**src/rtl/fifo_pkg.sv**
```systemverilog
`default_nettype none
// ============================================================================
// Module  : fifo_pkg
// Purpose : Shared constants and pointer helpers for the asynchronous FIFO
//           read and write controllers.
// Contents: FIFO_* default constants, prefetch-buffer index helper,
//           bin2gray / gray2bin conversion functions.
// Revision: 1.0 - initial release
// ============================================================================
package fifo_pkg;

  localparam int FIFO_DATA_WIDTH  = 32;
  localparam int FIFO_ADDR_WIDTH  = 4;
  localparam int FIFO_SYNC_STAGES = 2;

  // Widest pointer the conversion helpers handle. Callers zero-extend their
  // pointer to this width and cast the result back down; zero upper bits stay
  // zero through both conversions, so one function serves every width.
  localparam int FIFO_PTR_MAX = 32;

  // Prefetch buffer geometry on the read side.
  localparam int FIFO_PF_DEPTH = 3;
  localparam int FIFO_PF_IDX_W = 2;

  function automatic logic [FIFO_PTR_MAX-1:0] bin2gray(input logic [FIFO_PTR_MAX-1:0] bin);
    return bin ^ (bin >> 1);
  endfunction

  function automatic logic [FIFO_PTR_MAX-1:0] gray2bin(input logic [FIFO_PTR_MAX-1:0] gray);
    logic [FIFO_PTR_MAX-1:0] bin;
    bin[FIFO_PTR_MAX-1] = gray[FIFO_PTR_MAX-1];
    for (int i = FIFO_PTR_MAX - 2; i >= 0; i--) begin
      bin[i] = bin[i+1] ^ gray[i];
    end
    return bin;
  endfunction

  // Circular index step for the 3-entry prefetch buffer (0 -> 1 -> 2 -> 0).
  function automatic logic [FIFO_PF_IDX_W-1:0] pf_next(input logic [FIFO_PF_IDX_W-1:0] idx);
    return (idx == FIFO_PF_IDX_W'(FIFO_PF_DEPTH - 1)) ? '0 : idx + 1'b1;
  endfunction

endpackage
`default_nettype wire

```
**src/rtl/ptr_sync.sv**
```systemverilog
`default_nettype none
// ============================================================================
// Module  : ptr_sync
// Purpose : N-stage flop synchroniser for a Gray-coded pointer crossing into
//           this clock domain. Shared by the read and write controllers.
// Ports   : clk   - destination-domain clock
//           rst_n - asynchronous active-low reset, clears every stage
//           d     - pointer from the foreign domain (WIDTH bits)
//           q     - synchronised pointer (WIDTH bits)
// Params  : WIDTH  - pointer width
//           STAGES - number of flops in the chain, 2..4
// Revision: 1.0 - initial release
// ============================================================================
module ptr_sync #(
  parameter int WIDTH  = 5,
  parameter int STAGES = 2
) (
  input  logic             clk,
  input  logic             rst_n,
  input  logic [WIDTH-1:0] d,
  output logic [WIDTH-1:0] q
);

  // Element 0 is the metastability-exposed first flop; the last element feeds
  // the destination logic.
  logic [STAGES-1:0][WIDTH-1:0] stage_q;
  logic [STAGES-1:0][WIDTH-1:0] stage_d;

  always_comb begin
    stage_d = {stage_q[STAGES-2:0], d};
  end

  always_ff @(posedge clk or negedge rst_n) begin
    if (!rst_n) begin
      stage_q <= '0;
    end else begin
      stage_q <= stage_d;
    end
  end

  assign q = stage_q[STAGES-1];

endmodule
`default_nettype wire

```
**src/rtl/fifo_read_ctrl.sv**
```systemverilog
`default_nettype none
// ============================================================================
// Module  : fifo_read_ctrl
// Purpose : Read-side controller of the asynchronous FIFO. Synchronises the
//           write pointer, derives empty, drives the storage read port and
//           streams words out through a 3-entry prefetch buffer at one word
//           per cycle.
// Ports   : clk, rst_n   - read clock, asynchronous active-low reset
//           wr_ptr_gray  - Gray write pointer from the write domain
//           rd_ptr_gray  - registered Gray read pointer to the write side
//           addr_read    - storage read address
//           enable_read  - storage read strobe (data one edge later)
//           mem_data     - storage read data
//           out_data     - head word of the prefetch buffer
//           out_valid    - out_data holds a word
//           out_ready    - consumer accepts on out_valid && out_ready
//           empty        - synchronised write pointer equals read pointer
// Revision: 1.0 - initial release
// ============================================================================
module fifo_read_ctrl
  import fifo_pkg::*;
#(
  parameter int DATA_WIDTH  = FIFO_DATA_WIDTH,
  parameter int ADDR_WIDTH  = FIFO_ADDR_WIDTH,
  parameter int SYNC_STAGES = FIFO_SYNC_STAGES
) (
  input  logic                  clk,
  input  logic                  rst_n,
  input  logic [ADDR_WIDTH:0]   wr_ptr_gray,
  output logic [ADDR_WIDTH:0]   rd_ptr_gray,
  output logic [ADDR_WIDTH-1:0] addr_read,
  output logic                  enable_read,
  input  logic [DATA_WIDTH-1:0] mem_data,
  output logic [DATA_WIDTH-1:0] out_data,
  output logic                  out_valid,
  input  logic                  out_ready,
  output logic                  empty
);

  localparam int PTR_W = ADDR_WIDTH + 1;

  logic [PTR_W-1:0] wr_sync;

  ptr_sync #(
    .WIDTH  (PTR_W),
    .STAGES (SYNC_STAGES)
  ) u_wr_sync (
    .clk   (clk),
    .rst_n (rst_n),
    .d     (wr_ptr_gray),
    .q     (wr_sync)
  );

  logic [PTR_W-1:0]         rd_bin_q,  rd_bin_d;
  logic [PTR_W-1:0]         rd_gray_q, rd_gray_d;
  // Set on the issue edge: mem_data carries the requested word during the
  // following cycle and is pushed into the buffer on the edge after that.
  logic                     pend_q,    pend_d;
  logic [FIFO_PF_IDX_W-1:0] head_q,    head_d;
  logic [FIFO_PF_IDX_W-1:0] tail_q,    tail_d;
  logic [1:0]               buf_count_q, buf_count_d;
  logic [DATA_WIDTH-1:0]    buf_q [FIFO_PF_DEPTH];
  logic [DATA_WIDTH-1:0]    buf_d [FIFO_PF_DEPTH];

  logic       push;
  logic       pop;
  logic [2:0] credit;

  assign empty       = (rd_gray_q == wr_sync);
  assign out_valid   = (buf_count_q != 2'd0);
  assign out_data    = buf_q[head_q];
  assign addr_read   = rd_bin_q[ADDR_WIDTH-1:0];
  assign rd_ptr_gray = rd_gray_q;

  assign push = pend_q;
  assign pop  = out_valid && out_ready;

  // Slots already spoken for: buffered words plus the word on its way. A word
  // popped this edge frees its slot in time for a new request, which is what
  // keeps throughput at one word per cycle without ever overflowing.
  assign credit      = {1'b0, buf_count_q} + {2'b00, pend_q} - {2'b00, pop};
  assign enable_read = !empty && (credit < 3'd3);

  always_comb begin
    rd_bin_d    = rd_bin_q + {{(PTR_W-1){1'b0}}, enable_read};
    rd_gray_d   = PTR_W'(bin2gray(FIFO_PTR_MAX'(rd_bin_d)));
    pend_d      = enable_read;
    head_d      = pop  ? pf_next(head_q) : head_q;
    tail_d      = push ? pf_next(tail_q) : tail_q;
    buf_count_d = buf_count_q;
    if (push && !pop) begin
      buf_count_d = buf_count_q + 2'd1;
    end else if (!push && pop) begin
      buf_count_d = buf_count_q - 2'd1;
    end
    buf_d = buf_q;
    if (push) begin
      buf_d[tail_q] = mem_data;
    end
  end

  always_ff @(posedge clk or negedge rst_n) begin
    if (!rst_n) begin
      rd_bin_q    <= '0;
      rd_gray_q   <= '0;
      pend_q      <= 1'b0;
      head_q      <= '0;
      tail_q      <= '0;
      buf_count_q <= '0;
      for (int i = 0; i < FIFO_PF_DEPTH; i++) begin
        buf_q[i] <= '0;
      end
    end else begin
      rd_bin_q    <= rd_bin_d;
      rd_gray_q   <= rd_gray_d;
      pend_q      <= pend_d;
      head_q      <= head_d;
      tail_q      <= tail_d;
      buf_count_q <= buf_count_d;
      buf_q       <= buf_d;
    end
  end

endmodule
`default_nettype wire

```
**config.mk**
```make
export PLATFORM = sky130hd
export DESIGN_NAME = fifo_read_ctrl
export DESIGN_NICKNAME = d
export VERILOG_FILES = /design/src/rtl/fifo_pkg.sv /design/src/rtl/ptr_sync.sv /design/src/rtl/fifo_read_ctrl.sv
export SDC_FILE = /design/constraint.sdc
export NUM_CORES = 1
export LEC_CHECK = 0
export CAP_MARGIN = 20
export CORE_MARGIN = 2
export CORE_UTILIZATION = 29
export CTS_BUF_LIST = sky130_fd_sc_hd__clkbuf_8 sky130_fd_sc_hd__clkbuf_16
export CTS_CLUSTER_DIAMETER = 40
export DETAILED_ROUTE_END_ITERATION = 6
export GPL_ROUTABILITY_DRIVEN = 0
export SYNTH_ARGS = -nofsm -noshare
export SYNTH_HDL_FRONTEND = slang
export SYNTH_SLANG_ARGS = --single-unit
```
**constraint.sdc**
```tcl
create_clock -name clk -period 2.9 [get_ports clk]
set_input_delay 0.29 -clock clk [delete_from_list [all_inputs] [get_ports clk]]
set_output_delay 0.29 -clock clk [all_outputs]
set_load 0.03 [all_outputs]
```
==> run metrics <==
most utilized layer in the global route result met2; most frequent cells in the layout 119 x sky130_fd_sc_hd__dfrtp_1, 66 x sky130_fd_sc_hd__mux2_2, 49 x sky130_fd_sc_hd__clkdlybuf4s50_1; total I/O pin count 84; number of DRC markers in iteration 0 81; synthesized-area fraction occupied by adder cells 1.55%; Cell variety after synth 26; post-synthesis net count 432; remaining max-slew budget at the tightest pin 52.2%; post-synthesis sequential element count 122; chip height 140 um; path category of the worst min-delay check in2reg; Seq pwr share 30.9%; critical path start-end classification reg2out; row count 49; Remaining Overflow, GRT 0; # diodes 0; Yosys warning count 0; core utilization of the finished layout 39.4%; fraction of the mapped netlist area in compound gates 3.82%; number of max-slew violations in the final report 0; net switching power 3.74 mW; wire length of the first global-routing pass 19.3 mm; H-tree level count 4; leakage power 3.12 nW; aggregate global-route resource usage 12.9%; share of cell area taken by muxes after synthesis 28.3%; Max clock buf depth 2; detailed placement HPWL 7.39 mm; net switching share of the total power 37.3%; cell depth of the worst hold path 1; Pwr Density 1410 mW/mm2; ANT nets after route 0; xor-xnor portion of the synthesized cell area 2.62%; met1 track demand over resource 16.8%; category of the worst setup path capture point output pin; largest fanout on the critical path 2; clock power share 21.5%; number of hold violations in the final report 0; CTS clk-pin slew, worst paths 60 ps; startpoint kind of the worst setup timing path flip-flop; core region area 0.0180 mm2; DR vias/cell 4.55; met2 Use GR 19.8%; simple-gate portion of the synthesized area 3.56%; layout net count 526; time the worst path needs with I/O delays and setup 2840 ps; Syn Std Cell Area 0.00534 mm2; count of input and output buffers 83; total wire length 11.7 mm; Data arrival, critical path 2550 ps; worst vdd ir 0.00108 V; die outline width 140 um; layout cell share with drive strength beyond 1 40.0%; Clk Latency, worst-skew pair 420 ps; pin slew with the least headroom to its limit 717 ps; total instance count after detailed placement 688; Layout Skew 9.27 ps; total of endpoints with negative setup slack in the final report 0; initial core utilization 29.6%; clock net sink count 122; vias in the first global route 3559; combinational cell fraction of total power 47.6%; root buffer cell sky130_fd_sc_hd__clkbuf_16; Post-Syn Instances 386; Num CTS Buffers 17; vias after detailed routing 3279; number of maximum-capacitance constraint violations 0; area of the die 0.0195 mm2; residual DRC count 0; main combinational cell family by area after synthesis multiplexers; most common library cell in the layout ignoring fill and taps sky130_fd_sc_hd__dfrtp_1; depth of the worst register-to-register path 15; result of the run complete, no violations; Int Pwr 6.28 mW; period utilization 97.8%; Detailed Routing Iterations Pass 1 4; met3 Track Usage GR 4.92%; initial antenna violation count 0; fin cells 721; Mapped Avg Cell Area 13.8 um2; share of synthesized area occupied by flip-flops and latches 57.1%; maximum number of pins on one net before global-route repair 123; average routed wire per standard cell 16.3 um; Area growth syn-to-layout 33.0%; data required time at the worst endpoint 2610 ps; fmax 353 MHz; TritonCTS clock tree done; setup repair after global routing missed its margin true
[power groups by stage]
stage / Clock, mW / Combinational, mW / Sequential [mW]
final: 2.15 / 4.77 / 3.09
after global routing: 2.30 / 5.14 / 3.20
after CTS: 2.22 / 4.83 / 3.10
after detailed placement: 0 / 4.78 / 3.12
after global placement: 0 / 4.68 / 3.06
after floorplan: 0 / 3.22 / 3.05
[worst max-delay path: stages, from the launching register on]
cell and delay, ps:
sky130_fd_sc_hd__dfrtp_2 420, sky130_fd_sc_hd__o21ai_4 160, sky130_fd_sc_hd__inv_2 60, sky130_fd_sc_hd__ha_4 210
sky130_fd_sc_hd__inv_2 60, sky130_fd_sc_hd__ha_4 110, sky130_fd_sc_hd__inv_2 30, sky130_fd_sc_hd__fa_2 520
sky130_fd_sc_hd__inv_2 40, sky130_fd_sc_hd__a21oi_2 100, sky130_fd_sc_hd__o31a_1 170, sky130_fd_sc_hd__buf_4 130
sky130_fd_sc_hd__buf_6 120
[sequential cells by signal, summed over array words and instances, names as in the netlist]
name,cells
u_wr_sync.q,5
head_q,2
rd_bin_q,5
pend_q,1
buf_count_q,2
buf_q,96
rd_ptr_gray,4
tail_q,2
u_wr_sync.stage_d,5
[logic make-up (layout without fill, tap and decap cells)]
| family | after synthesis | in the layout |
|---|---|---|
| adders and majority gates | 6 | 6 |
| DFF | 122 | 122 |
| xor gates and xnor gates | 16 | 16 |
| buffers and inverters | 30 | 136 |
| and+or+nand+nor | 45 | 45 |
| muxes | 128 | 128 |
| AOI/OAI and AO/OA | 39 | 39 |
[layout make-up]
cell class | count | area (um2)
tap | 229 | 287
clock inverter | 12 | 150
fill | 1728 | 10900
multi-input combinational | 234 | 2240
sequential | 122 | 3060
timing repair buffer | 97 | 895
inverter | 8 | 30.0
clock buffer | 19 | 453
[path summary, 6_finish.rpt]
check,from,endpoint,slack [ps]
setup / recovery,buf_count_q[1]$_DFFE_PN0P_,enable_read,60
hold / removal,wr_ptr_gray[0],u_wr_sync.stage_d[5]$_DFF_PN0_,310
setup reg to reg,buf_count_q[1]$_DFFE_PN0P_,rd_ptr_gray[3]$_DFF_PN0_,140
hold reg to reg,u_wr_sync.stage_d[6]$_DFF_PN0_,u_wr_sync.q[1]$_DFF_PN0_,340
max in group asynchronous,rst_n,buf_q[85]$_DFFE_PN0P_,1860
min in group asynchronous,rst_n,buf_q[58]$_DFFE_PN0P_,470
[layer usage]
metal / part of all wire (%) / vias up
met1: 46 / 1665
met5: 0 / -
met4: 1.3 / 0
met3: 4.6 / 14
met2: 48 / 67
li1: - / 1533
[stage by stage]
stage / setup TNS, ps / area, um2 / hold WS, ps / setup slack [ps] / power (mW)
after detailed placement: -766 / 6470 / 335 / -212 / 7.90
after global placement: -593 / 6470 / 337 / -171 / 7.74
after floorplan: -321 / 5420 / -5.59 / -123 / 6.27
after CTS: 0 / 7100 / 289 / 7.17 / 10.1
final: 0 / 7110 / 311 / 64.3 / 10.0
after global routing: -77.0 / 7110 / 286 / -77.0 / 10.6
[what timing repair did]
item | 4_1_cts | 5_1_grt
hold buffers | 1 | 0
setup buffers | 1 | 0
hold endpoints to repair | 1 | 0
gates cloned | 0 | 0
endpoints found under the setup margin | 1 | 4
pin swaps | 0 | 1
resized for setup | 2 | 3
[synth_stat cells]
library cell	n	area, um2
sky130_fd_sc_hd__mux2_2	66	743
sky130_fd_sc_hd__or2_2	1	6.26
sky130_fd_sc_hd__nor2b_1	1	6.26
sky130_fd_sc_hd__dfrtp_1	122	3050
sky130_fd_sc_hd__buf_6	4	45.0
sky130_fd_sc_hd__fa_1	1	20.0
sky130_fd_sc_hd__xnor2_1	7	61.3
sky130_fd_sc_hd__mux2_4	30	450
sky130_fd_sc_hd__o31a_1	1	8.76
sky130_fd_sc_hd__nand2_1	34	128
sky130_fd_sc_hd__clkbuf_1	5	18.8
sky130_fd_sc_hd__o21ai_0	33	165
sky130_fd_sc_hd__nor3_2	1	10.0
sky130_fd_sc_hd__nand3_1	4	20.0
sky130_fd_sc_hd__ha_1	5	62.6
sky130_fd_sc_hd__nor3_1	2	10.0
sky130_fd_sc_hd__a21o_1	2	15.0
sky130_fd_sc_hd__xor2_1	9	78.8
sky130_fd_sc_hd__nor2_1	1	3.75
sky130_fd_sc_hd__or3_1	1	6.26
sky130_fd_sc_hd__mux2i_1	32	320
sky130_fd_sc_hd__buf_2	13	65.1
sky130_fd_sc_hd__inv_1	7	26.3
sky130_fd_sc_hd__a21oi_1	1	5.00
sky130_fd_sc_hd__o21ai_1	2	10.0
sky130_fd_sc_hd__inv_2	1	3.75
No activity file was read; power rests on OpenSTA's default activity.
